[config.mk]
export PLATFORM = sky130hd
export DESIGN_NAME = ifu_cache_ctrl_flat
export DESIGN_NICKNAME = d
export VERILOG_FILES = /design/src/rtl/ifu_pkg.sv /design/src/rtl/ifu_cache_ctrl_if.sv /design/src/rtl/ifu_tag_array.sv /design/src/rtl/ifu_cache_ctrl.sv /design/src/flat_wrapper.sv
export SDC_FILE = /design/constraint.sdc
export NUM_CORES = 1
export LEC_CHECK = 0
export CAP_MARGIN = 0
export CORE_ASPECT_RATIO = 0.7
export CORE_MARGIN = 1
export CORE_UTILIZATION = 65
export CTS_CLUSTER_SIZE = 40
export DETAILED_ROUTE_END_ITERATION = 8
export PLACE_DENSITY_LB_ADDON = 0.25
export SYNTH_ARGS = -nofsm -noshare
export SYNTH_HDL_FRONTEND = slang
export SYNTH_SLANG_ARGS = --single-unit
[constraint.sdc]
create_clock -name clk -period 6.2 [get_ports clk]
set_clock_uncertainty 0.05 [all_clocks]
set_input_delay 1.24 -clock clk [delete_from_list [all_inputs] [get_ports clk]]
set_output_delay 1.24 -clock clk [all_outputs]
set_load 0.05 [all_outputs]
[src/rtl/ifu_pkg.sv]
`default_nettype none
// ============================================================================
// Module      : ifu_pkg
// Description : Shared IFU types and constants: cache geometry, the
//               controller-to-PLRU command struct, the controller state
//               enum, and the register macros used across the IFU.
// Revision    : 1.0 - initial release
// ============================================================================

`ifndef MAFIA_DFF_MACROS_SVH
`define MAFIA_DFF_MACROS_SVH

// Plain register with synchronous active-high reset to zero.
`define MAFIA_RST_DFF(q, d, clk, rst) \
  always_ff @(posedge clk) begin \
    if (rst) q <= '0; \
    else     q <= (d); \
  end

// Enabled register with synchronous active-high reset to zero.
`define MAFIA_EN_RST_DFF(q, d, clk, en, rst) \
  always_ff @(posedge clk) begin \
    if (rst)     q <= '0; \
    else if (en) q <= (d); \
  end

`endif

package ifu_pkg;

  // Cache geometry: 16-byte lines, 16-way fully associative.
  localparam int ADDR_WIDTH   = 32;
  localparam int OFFSET_WIDTH = 4;
  localparam int TAG_WIDTH    = ADDR_WIDTH - OFFSET_WIDTH;
  localparam int WAYS_NUM     = 16;
  localparam int WAY_WIDTH    = $clog2(WAYS_NUM);

  // Command from the cache controller to the PLRU replacement block.
  typedef struct packed {
    logic                 update_tree;
    logic                 cache_miss;
    logic [WAY_WIDTH-1:0] hit_cl;
  } t_cache_ctrl_plru;

  // Cache controller states.
  typedef enum logic [1:0] {
    S_IDLE      = 2'd0,
    S_LOOKUP    = 2'd1,
    S_MISS_REQ  = 2'd2,
    S_MISS_WAIT = 2'd3
  } t_ifu_ctrl_state;

endpackage

`default_nettype wire

[src/rtl/ifu_cache_ctrl_if.sv]
`default_nettype none
// ============================================================================
// Module      : ifu_cache_ctrl_if
// Description : Bundle of fetch, memory, data-array and PLRU signals seen by
//               the IFU cache controller. master = controller side,
//               slave = the surrounding fetch/memory/PLRU logic.
// Revision    : 1.0 - initial release
// ============================================================================

interface ifu_cache_ctrl_if;
  import ifu_pkg::*;

  // Fetch front-end
  logic                  fetch_req_valid;
  logic [ADDR_WIDTH-1:0] fetch_req_addr;
  logic                  fetch_req_ready;
  logic                  fetch_rsp_valid;
  logic                  fetch_rsp_hit;
  logic [WAY_WIDTH-1:0]  fetch_rsp_way;
  logic                  flush;

  // Memory line read
  logic                  mem_req_valid;
  logic [ADDR_WIDTH-1:0] mem_req_addr;
  logic                  mem_req_ready;
  logic                  mem_rsp_valid;

  // Data array write port
  logic                  data_wr_en;
  logic [WAY_WIDTH-1:0]  data_wr_way;

  // PLRU replacement block
  t_cache_ctrl_plru      cache_ctrl_plru;
  logic [WAY_WIDTH-1:0]  evicted_cl;

  modport master (
    input  fetch_req_valid,
    input  fetch_req_addr,
    output fetch_req_ready,
    output fetch_rsp_valid,
    output fetch_rsp_hit,
    output fetch_rsp_way,
    input  flush,
    output mem_req_valid,
    output mem_req_addr,
    input  mem_req_ready,
    input  mem_rsp_valid,
    output data_wr_en,
    output data_wr_way,
    output cache_ctrl_plru,
    input  evicted_cl
  );

  modport slave (
    output fetch_req_valid,
    output fetch_req_addr,
    input  fetch_req_ready,
    input  fetch_rsp_valid,
    input  fetch_rsp_hit,
    input  fetch_rsp_way,
    output flush,
    input  mem_req_valid,
    input  mem_req_addr,
    output mem_req_ready,
    output mem_rsp_valid,
    input  data_wr_en,
    input  data_wr_way,
    input  cache_ctrl_plru,
    output evicted_cl
  );

endinterface

`default_nettype wire

[src/rtl/ifu_tag_array.sv]
`default_nettype none
// ============================================================================
// Module      : ifu_tag_array
// Description : 16-way fully-associative tag store with per-way valid bits
//               and a combinational match / priority encoder. Flush clears
//               all valid bits; a fill writes one tag and sets its valid.
// Revision    : 1.0 - initial release
// ============================================================================

module ifu_tag_array
  import ifu_pkg::*;
(
  input  logic                 clk,
  input  logic                 rst,
  input  logic                 flush,
  input  logic                 wr_en,
  input  logic [WAY_WIDTH-1:0] wr_way,
  input  logic [TAG_WIDTH-1:0] wr_tag,
  input  logic [TAG_WIDTH-1:0] lookup_tag,
  output logic                 hit,
  output logic [WAY_WIDTH-1:0] hit_way
);

  logic [WAYS_NUM-1:0]                r_valid;
  logic [WAYS_NUM-1:0]                w_valid_nxt;
  logic [WAYS_NUM-1:0][TAG_WIDTH-1:0] r_tags;
  logic [WAYS_NUM-1:0][TAG_WIDTH-1:0] w_tags_nxt;
  logic [WAYS_NUM-1:0]                w_match;

  // Next contents: flush wipes every valid bit, a fill installs one way.
  always_comb begin
    w_valid_nxt = r_valid;
    w_tags_nxt  = r_tags;
    if (flush) begin
      w_valid_nxt = '0;
    end else if (wr_en) begin
      w_valid_nxt[wr_way] = 1'b1;
      w_tags_nxt[wr_way]  = wr_tag;
    end
  end

  // Valid bits register.
  `MAFIA_RST_DFF(r_valid, w_valid_nxt, clk, rst)

  // Tag storage register.
  `MAFIA_RST_DFF(r_tags, w_tags_nxt, clk, rst)

  generate
    for (genvar gi = 0; gi < WAYS_NUM; gi++) begin : g_match
      assign w_match[gi] = r_valid[gi] && (r_tags[gi] == lookup_tag);
    end
  endgenerate

  // Priority encode the match vector; scanning downward leaves the lowest way.
  always_comb begin
    hit     = |w_match;
    hit_way = '0;
    for (int i = WAYS_NUM - 1; i >= 0; i--) begin
      if (w_match[i]) begin
        hit_way = WAY_WIDTH'(i);
      end
    end
  end

endmodule

`default_nettype wire

[src/rtl/ifu_cache_ctrl.sv]
`default_nettype none
// ============================================================================
// Module      : ifu_cache_ctrl
// Description : IFU instruction-cache controller. Accepts fetch lookups,
//               matches against the 16-way tag array, commands the PLRU
//               block, and on a miss reads the line from memory and fills
//               the PLRU-selected victim way.
// Revision    : 1.0 - initial release
// ============================================================================

module ifu_cache_ctrl
  import ifu_pkg::*;
(
  input  logic             clk,
  input  logic             rst,
  ifu_cache_ctrl_if.master bus
);

  t_ifu_ctrl_state       r_state;
  logic [TAG_WIDTH-1:0]  r_tag;
  logic [WAY_WIDTH-1:0]  r_victim;

  logic                  w_idle;
  logic                  w_lookup;
  logic                  w_miss_req;
  logic                  w_miss_wait;
  logic                  w_flush;
  logic                  w_accept;
  logic                  w_miss;
  logic                  w_fill;
  logic                  w_tag_hit;
  logic [WAY_WIDTH-1:0]  w_hit_way;
  logic [TAG_WIDTH-1:0]  w_req_tag;
  t_cache_ctrl_plru      w_plru;
  logic                  w_unused_offset;

  assign w_idle      = (r_state == S_IDLE);
  assign w_lookup    = (r_state == S_LOOKUP);
  assign w_miss_req  = (r_state == S_MISS_REQ);
  assign w_miss_wait = (r_state == S_MISS_WAIT);

  // Flush only acts in IDLE and blocks acceptance on that edge.
  assign w_flush  = w_idle && bus.flush;
  assign w_accept = w_idle && !bus.flush && bus.fetch_req_valid;
  assign w_miss   = w_lookup && !w_tag_hit;
  // A response is only meaningful once the request has been accepted.
  assign w_fill   = w_miss_wait && bus.mem_rsp_valid;

  assign w_req_tag       = bus.fetch_req_addr[ADDR_WIDTH-1:OFFSET_WIDTH];
  assign w_unused_offset = ^bus.fetch_req_addr[OFFSET_WIDTH-1:0];

  // Controller state sequencing.
  always_ff @(posedge clk) begin
    if (rst) begin
      r_state <= S_IDLE;
    end else begin
      case (r_state)
        S_IDLE:      if (w_accept)          r_state <= S_LOOKUP;
        S_LOOKUP:    r_state <= w_tag_hit ? S_IDLE : S_MISS_REQ;
        S_MISS_REQ:  if (bus.mem_req_ready) r_state <= S_MISS_WAIT;
        S_MISS_WAIT: if (bus.mem_rsp_valid) r_state <= S_IDLE;
        default:     r_state <= S_IDLE;
      endcase
    end
  end

  // Latch the line tag of the accepted request.
  `MAFIA_EN_RST_DFF(r_tag, w_req_tag, clk, w_accept, rst)

  // Victim is captured once in LOOKUP and never recomputed.
  `MAFIA_EN_RST_DFF(r_victim, bus.evicted_cl, clk, w_miss, rst)

  ifu_tag_array u_tag_array (
    .clk        (clk),
    .rst        (rst),
    .flush      (w_flush),
    .wr_en      (w_fill),
    .wr_way     (r_victim),
    .wr_tag     (r_tag),
    .lookup_tag (r_tag),
    .hit        (w_tag_hit),
    .hit_way    (w_hit_way)
  );

  // PLRU command: one update pulse per lookup, zero everywhere else.
  always_comb begin
    w_plru = '0;
    if (w_lookup) begin
      w_plru.update_tree = 1'b1;
      w_plru.cache_miss  = !w_tag_hit;
      w_plru.hit_cl      = w_tag_hit ? w_hit_way : '0;
    end
  end

  // Output decode from the current state; idle outputs stay at zero.
  always_comb begin
    bus.fetch_req_ready = w_idle && !bus.flush;
    bus.fetch_rsp_valid = (w_lookup && w_tag_hit) || w_fill;
    bus.fetch_rsp_hit   = w_lookup && w_tag_hit;
    bus.fetch_rsp_way   = '0;
    if (w_lookup && w_tag_hit) begin
      bus.fetch_rsp_way = w_hit_way;
    end else if (w_fill) begin
      bus.fetch_rsp_way = r_victim;
    end
    bus.mem_req_valid   = w_miss_req;
    bus.mem_req_addr    = w_miss_req ? {r_tag, {OFFSET_WIDTH{1'b0}}} : '0;
    bus.data_wr_en      = w_fill;
    bus.data_wr_way     = w_fill ? r_victim : '0;
    bus.cache_ctrl_plru = w_plru;
  end

endmodule

`default_nettype wire
[src/flat_wrapper.sv]
// flat-port wrapper written by rule: the top's interface ports become plain ports
module ifu_cache_ctrl_flat import ifu_pkg::*;
  (clk, rst, bus_fetch_req_valid, bus_fetch_req_addr, bus_fetch_req_ready, bus_fetch_rsp_valid, bus_fetch_rsp_hit, bus_fetch_rsp_way, bus_flush, bus_mem_req_valid, bus_mem_req_addr, bus_mem_req_ready, bus_mem_rsp_valid, bus_data_wr_en, bus_data_wr_way, bus_cache_ctrl_plru, bus_evicted_cl);
  ifu_cache_ctrl_if bus_i ();
  input  logic clk;
  input  logic rst;
  input wire logic [$bits(bus_i.fetch_req_valid)-1:0] bus_fetch_req_valid;
  input wire logic [$bits(bus_i.fetch_req_addr)-1:0] bus_fetch_req_addr;
  output wire logic [$bits(bus_i.fetch_req_ready)-1:0] bus_fetch_req_ready;
  output wire logic [$bits(bus_i.fetch_rsp_valid)-1:0] bus_fetch_rsp_valid;
  output wire logic [$bits(bus_i.fetch_rsp_hit)-1:0] bus_fetch_rsp_hit;
  output wire logic [$bits(bus_i.fetch_rsp_way)-1:0] bus_fetch_rsp_way;
  input wire logic [$bits(bus_i.flush)-1:0] bus_flush;
  output wire logic [$bits(bus_i.mem_req_valid)-1:0] bus_mem_req_valid;
  output wire logic [$bits(bus_i.mem_req_addr)-1:0] bus_mem_req_addr;
  input wire logic [$bits(bus_i.mem_req_ready)-1:0] bus_mem_req_ready;
  input wire logic [$bits(bus_i.mem_rsp_valid)-1:0] bus_mem_rsp_valid;
  output wire logic [$bits(bus_i.data_wr_en)-1:0] bus_data_wr_en;
  output wire logic [$bits(bus_i.data_wr_way)-1:0] bus_data_wr_way;
  output wire logic [$bits(bus_i.cache_ctrl_plru)-1:0] bus_cache_ctrl_plru;
  input wire logic [$bits(bus_i.evicted_cl)-1:0] bus_evicted_cl;
  assign bus_i.fetch_req_valid = bus_fetch_req_valid;
  assign bus_i.fetch_req_addr = bus_fetch_req_addr;
  assign bus_fetch_req_ready = bus_i.fetch_req_ready;
  assign bus_fetch_rsp_valid = bus_i.fetch_rsp_valid;
  assign bus_fetch_rsp_hit = bus_i.fetch_rsp_hit;
  assign bus_fetch_rsp_way = bus_i.fetch_rsp_way;
  assign bus_i.flush = bus_flush;
  assign bus_mem_req_valid = bus_i.mem_req_valid;
  assign bus_mem_req_addr = bus_i.mem_req_addr;
  assign bus_i.mem_req_ready = bus_mem_req_ready;
  assign bus_i.mem_rsp_valid = bus_mem_rsp_valid;
  assign bus_data_wr_en = bus_i.data_wr_en;
  assign bus_data_wr_way = bus_i.data_wr_way;
  assign bus_cache_ctrl_plru = bus_i.cache_ctrl_plru;
  assign bus_i.evicted_cl = bus_evicted_cl;
  ifu_cache_ctrl u_core (.clk(clk), .rst(rst), .bus(bus_i));
endmodule
==> impl_results.md <==
- Synth Warn #: 0
- PostCTS Resize Cnt: 0
- First-pass GRT wire length: 117 mm
- WP data arrival: 4780 ps
- Worst r2r dst: u_core.r_victim[0]
- DR vias/cell: 6.13
- Max-cap violations: 0
- HPWL Detailed: 50.4 mm
- Core Box Area: 36400 um2
- Worst path required time: 4910 ps
- Sequential fraction of the synthesis area: 40.9%
- Post-Syn Instances: 3188
- Sw Ratio: 25.3%
- DIE WIDTH: 233 um
- # Post-CTS Setup Buffers: 0
- CP Max Fanout: 21
- Critical Path Max Stage Delay: 870 ps
- Synth top area share: 40.9%
- Main combinational cell family by area after synthesis: simple AND/OR/NAND/NOR gates
- Hold Path Depth: 1
- GPL Wtd Cong: 1.05
- Fin crit share: 97.8%
- Syn_area_per_cell: 7.64 um2
- Number of synthesized flops with an enable pin: 0
- Post-Syn Area: 24400 um2
- Synth Area in Compound Gates: 11.4%
- Antenna-violating nets left: 0
- H-tree depth: 2
- Leading cell types by count after synthesis: nand2_1 (1024), dfxtp_1 (498), a21oi_1 (479)
- Seq cells post-synth: 498
- Largest net degree at the start of global routing: 198
- Distinct cell type count after synthesis: 50
- Top-count cell post-synth: nand2_1
- Worst Setup SP: u_core.r_tag[20]
- Synthesized-area fraction occupied by and/or/nand/nor cells: 25.9%
- Worst slew margin: 18.2%
- Violated checks: DRC
- Seq pwr share: 47.2%
- Worst-path cell chain: buf_4, xnor2_1, nand2_1, nor4b_1, nand3_1, nand4_1, nor3_1, nand2b_1, inv_1, clkdlybuf4s50_1
- Final hold vios: 0
- Reg2reg path depth: 10
- DRC: 10
- Adder-Cell Fraction of Synth Area: 0%
- Root buffer cell: clkbuf_16
- Post-CTS Hold Fix Bufs: 0
- Post-Route WL: 76.5 mm
- NetSw: 0.00176 W
- Clock power frac: 43.1%
- Clk buf depth: 3
- Area of the die: 38300 um2
- Max Slew Vio Count: 0
- Levels on crit path: 10
- Drt pass-1 iters: 8
- First DRT Iteration DRCs: 2675
- Ys async rst share: 0%
- R2R Setup Slk: 2390 ps
- Worst-Skew Late Latency: 590 ps
- Area Growth Syn to Fin: 10.9%
- Vias in the first global route: 21000
- Comb pwr share: 9.7%
- I/O pins: 93
- Crit end category: output port
- Path type of the worst setup path: register to output port
- Slew @ Worst Pin: 1220 ps
- Clock sink total: 498
- Fin Setup TNS: 0 ps
- Worst reg2reg path startpoint: u_core.r_tag[20]
- Synth Area in XOR/XNOR: 15.8%
- # setup viols final: 0
- Nets: 3195
- Mux cell area share after synthesis: 0.164%
- Minimum clock period: 6070 ps
- Clock transition at path regs: 70 ps
- Critical path's slowest cell: dfxtp_2
- Gr usage total: 39.6%
- CP bufs+invs: 3
- Starting Density: 66.9%
- Number of port buffers: 84
- Synth Flop Type: dfxtp_1
- FP Rows: 58
- Layout fillers: 2755
- Leak: 9.39 nW
- Drt wl/cell: 20.9 um
- Detailed-route via count: 22500
- Synth area leaders: dfxtp_1 (41%), nand2_1 (16%), xnor2_1 (12%)
- Area leader, netlist: dfxtp_1
- Layout cell share with drive strength beyond 1: 7.41%
- Final core occ: 74.2%
- Startpoint types: register
- Die height: 164 um
- Grt ovf: 0
- Outcome: finished, violations left
- Initial antenna violation count: 1
- P per Cell Area: 258 nW/um2
- Top delay family on crit path: simple AND/OR/NAND/NOR gates
- Worst vdd ir: 0.221 mV
- CTS tree: built
- CTS Buf Count: 47
- Cell-internal power: 0.00522 W
- Hold WC Path Type: register to register
- Critical Path Sink: bus_cache_ctrl_plru[4]
- RSZ-0062 raised after global routing: false
- Maximum clock rate: 165 MHz
## routing by layer
metal	track usage (%)	share of wire (%)	vias to the layer above
met5	0	0.025	-
li1	-	-	10400
met3	8.09	11	257
met1	53.1	41	10700
met4	18.6	5.0	2
met2	61.0	44	1153
## layout by cell type, fill, tap and decap left out, types with 3 or more instances in the layout
master	synthesis	routed
or4_1	5	5
dfxtp_2	0	28
bufinv_16	0	4
clkdlybuf4s50_1	0	83
buf_12	0	10
o21a_1	17	17
and3_1	6	6
and2_1	31	31
or2_2	10	10
conb_1	1	4
clkbuf_1	154	7
mux2i_1	4	4
nor4b_1	4	4
nor4_1	66	66
xor2_1	99	99
nor3_2	0	4
nor2_1	38	35
inv_1	18	18
or3b_1	3	3
clkbuf_16	0	49
o2111ai_1	7	7
xnor2_1	332	332
dfxtp_1	498	470
o21ai_0	7	7
buf_4	46	89
nand2b_1	28	28
nor2_2	0	3
a21oi_1	479	478
nand3_1	29	29
nand4_1	155	155
clkbuf_8	0	12
xnor2_2	5	5
nand2_1	1024	1024
clkinv_2	0	11
o211ai_1	3	3
nor3b_1	7	7
nor2b_1	5	5
nor3_1	14	10
## power groups by stage
stage / Sequential, W / Combinational (W) / Clock (W)
floorplan: 0.00329 / 0.000495 / 0
global placement: 0.00336 / 0.000641 / 0
detailed placement: 0.00336 / 0.000652 / 0
CTS: 0.00329 / 0.000657 / 0.00302
global route: 0.00329 / 0.000715 / 0.00315
finish: 0.00329 / 0.000676 / 0.00301
## worst register-to-register path, cell delays in order, from the launching register on
cell and delay, ps:
dfxtp_2 870, buf_4 460, xnor2_1 180, nand2_1 90, nor4b_1 50, nand3_1 230, nand4_1 250, nor3_1 720
nand2b_1 410, mux2i_1 310, nor2_1 70
## cell type report
class	instances	area, um2	area share (%)
well taps	480	601	2.22
inverters	18	67.6	0.250
flip-flops and latches	498	10000	37.0
multi-input cells	2405	13000	48.2
diodes	1	2.50	0.00926
repair buffers	183	1710	6.34
clock buffers	68	1420	5.25
clock inverters	15	175	0.648
## worst min path at each step
stage,start,endpoint
finish,u_core.u_tag_array.r_valid[11],u_core.u_tag_array.r_valid[11]
floorplan,u_core.u_tag_array.r_valid[11],u_core.u_tag_array.r_valid[11]
CTS,u_core.u_tag_array.r_valid[11],u_core.u_tag_array.r_valid[11]
global placement,u_core.u_tag_array.r_valid[11],u_core.u_tag_array.r_valid[11]
detailed placement,u_core.u_tag_array.r_valid[11],u_core.u_tag_array.r_valid[11]
global route,u_core.u_tag_array.r_valid[11],u_core.u_tag_array.r_valid[11]
## flip-flops by register name, indices dropped and copies added, names as in the netlist, named ones only
register and count:
u_core.r_tag 28, u_core.u_tag_array.r_tags 448, u_core.r_state 1, u_core.u_tag_array.r_valid 16, u_core.r_victim 4
## cell families after synthesis
group           after synthesis
compound gates              527
xor+xnor                    436
flops                       498
buf+inv                     288
other cells                   1
simple gates               1434
mux                           4
## through the flow
stage / hold WS [ps] / cell area (um2) / total power [W] / setup slack (ps) / std cells
after floorplan: 383 / 24400 / 0.00378 / 1620 / 3191
after global placement: 388 / 25400 / 0.00400 / 1050 / 3584
after detailed placement: 395 / 25400 / 0.00401 / 1040 / 3584
after CTS: 410 / 27000 / 0.00696 / 442 / 3667
after global routing: 429 / 27000 / 0.00715 / 102 / 3667
final: 413 / 27000 / 0.00698 / 134 / 3668
Note: power is estimated with default switching activity, not from simulation.
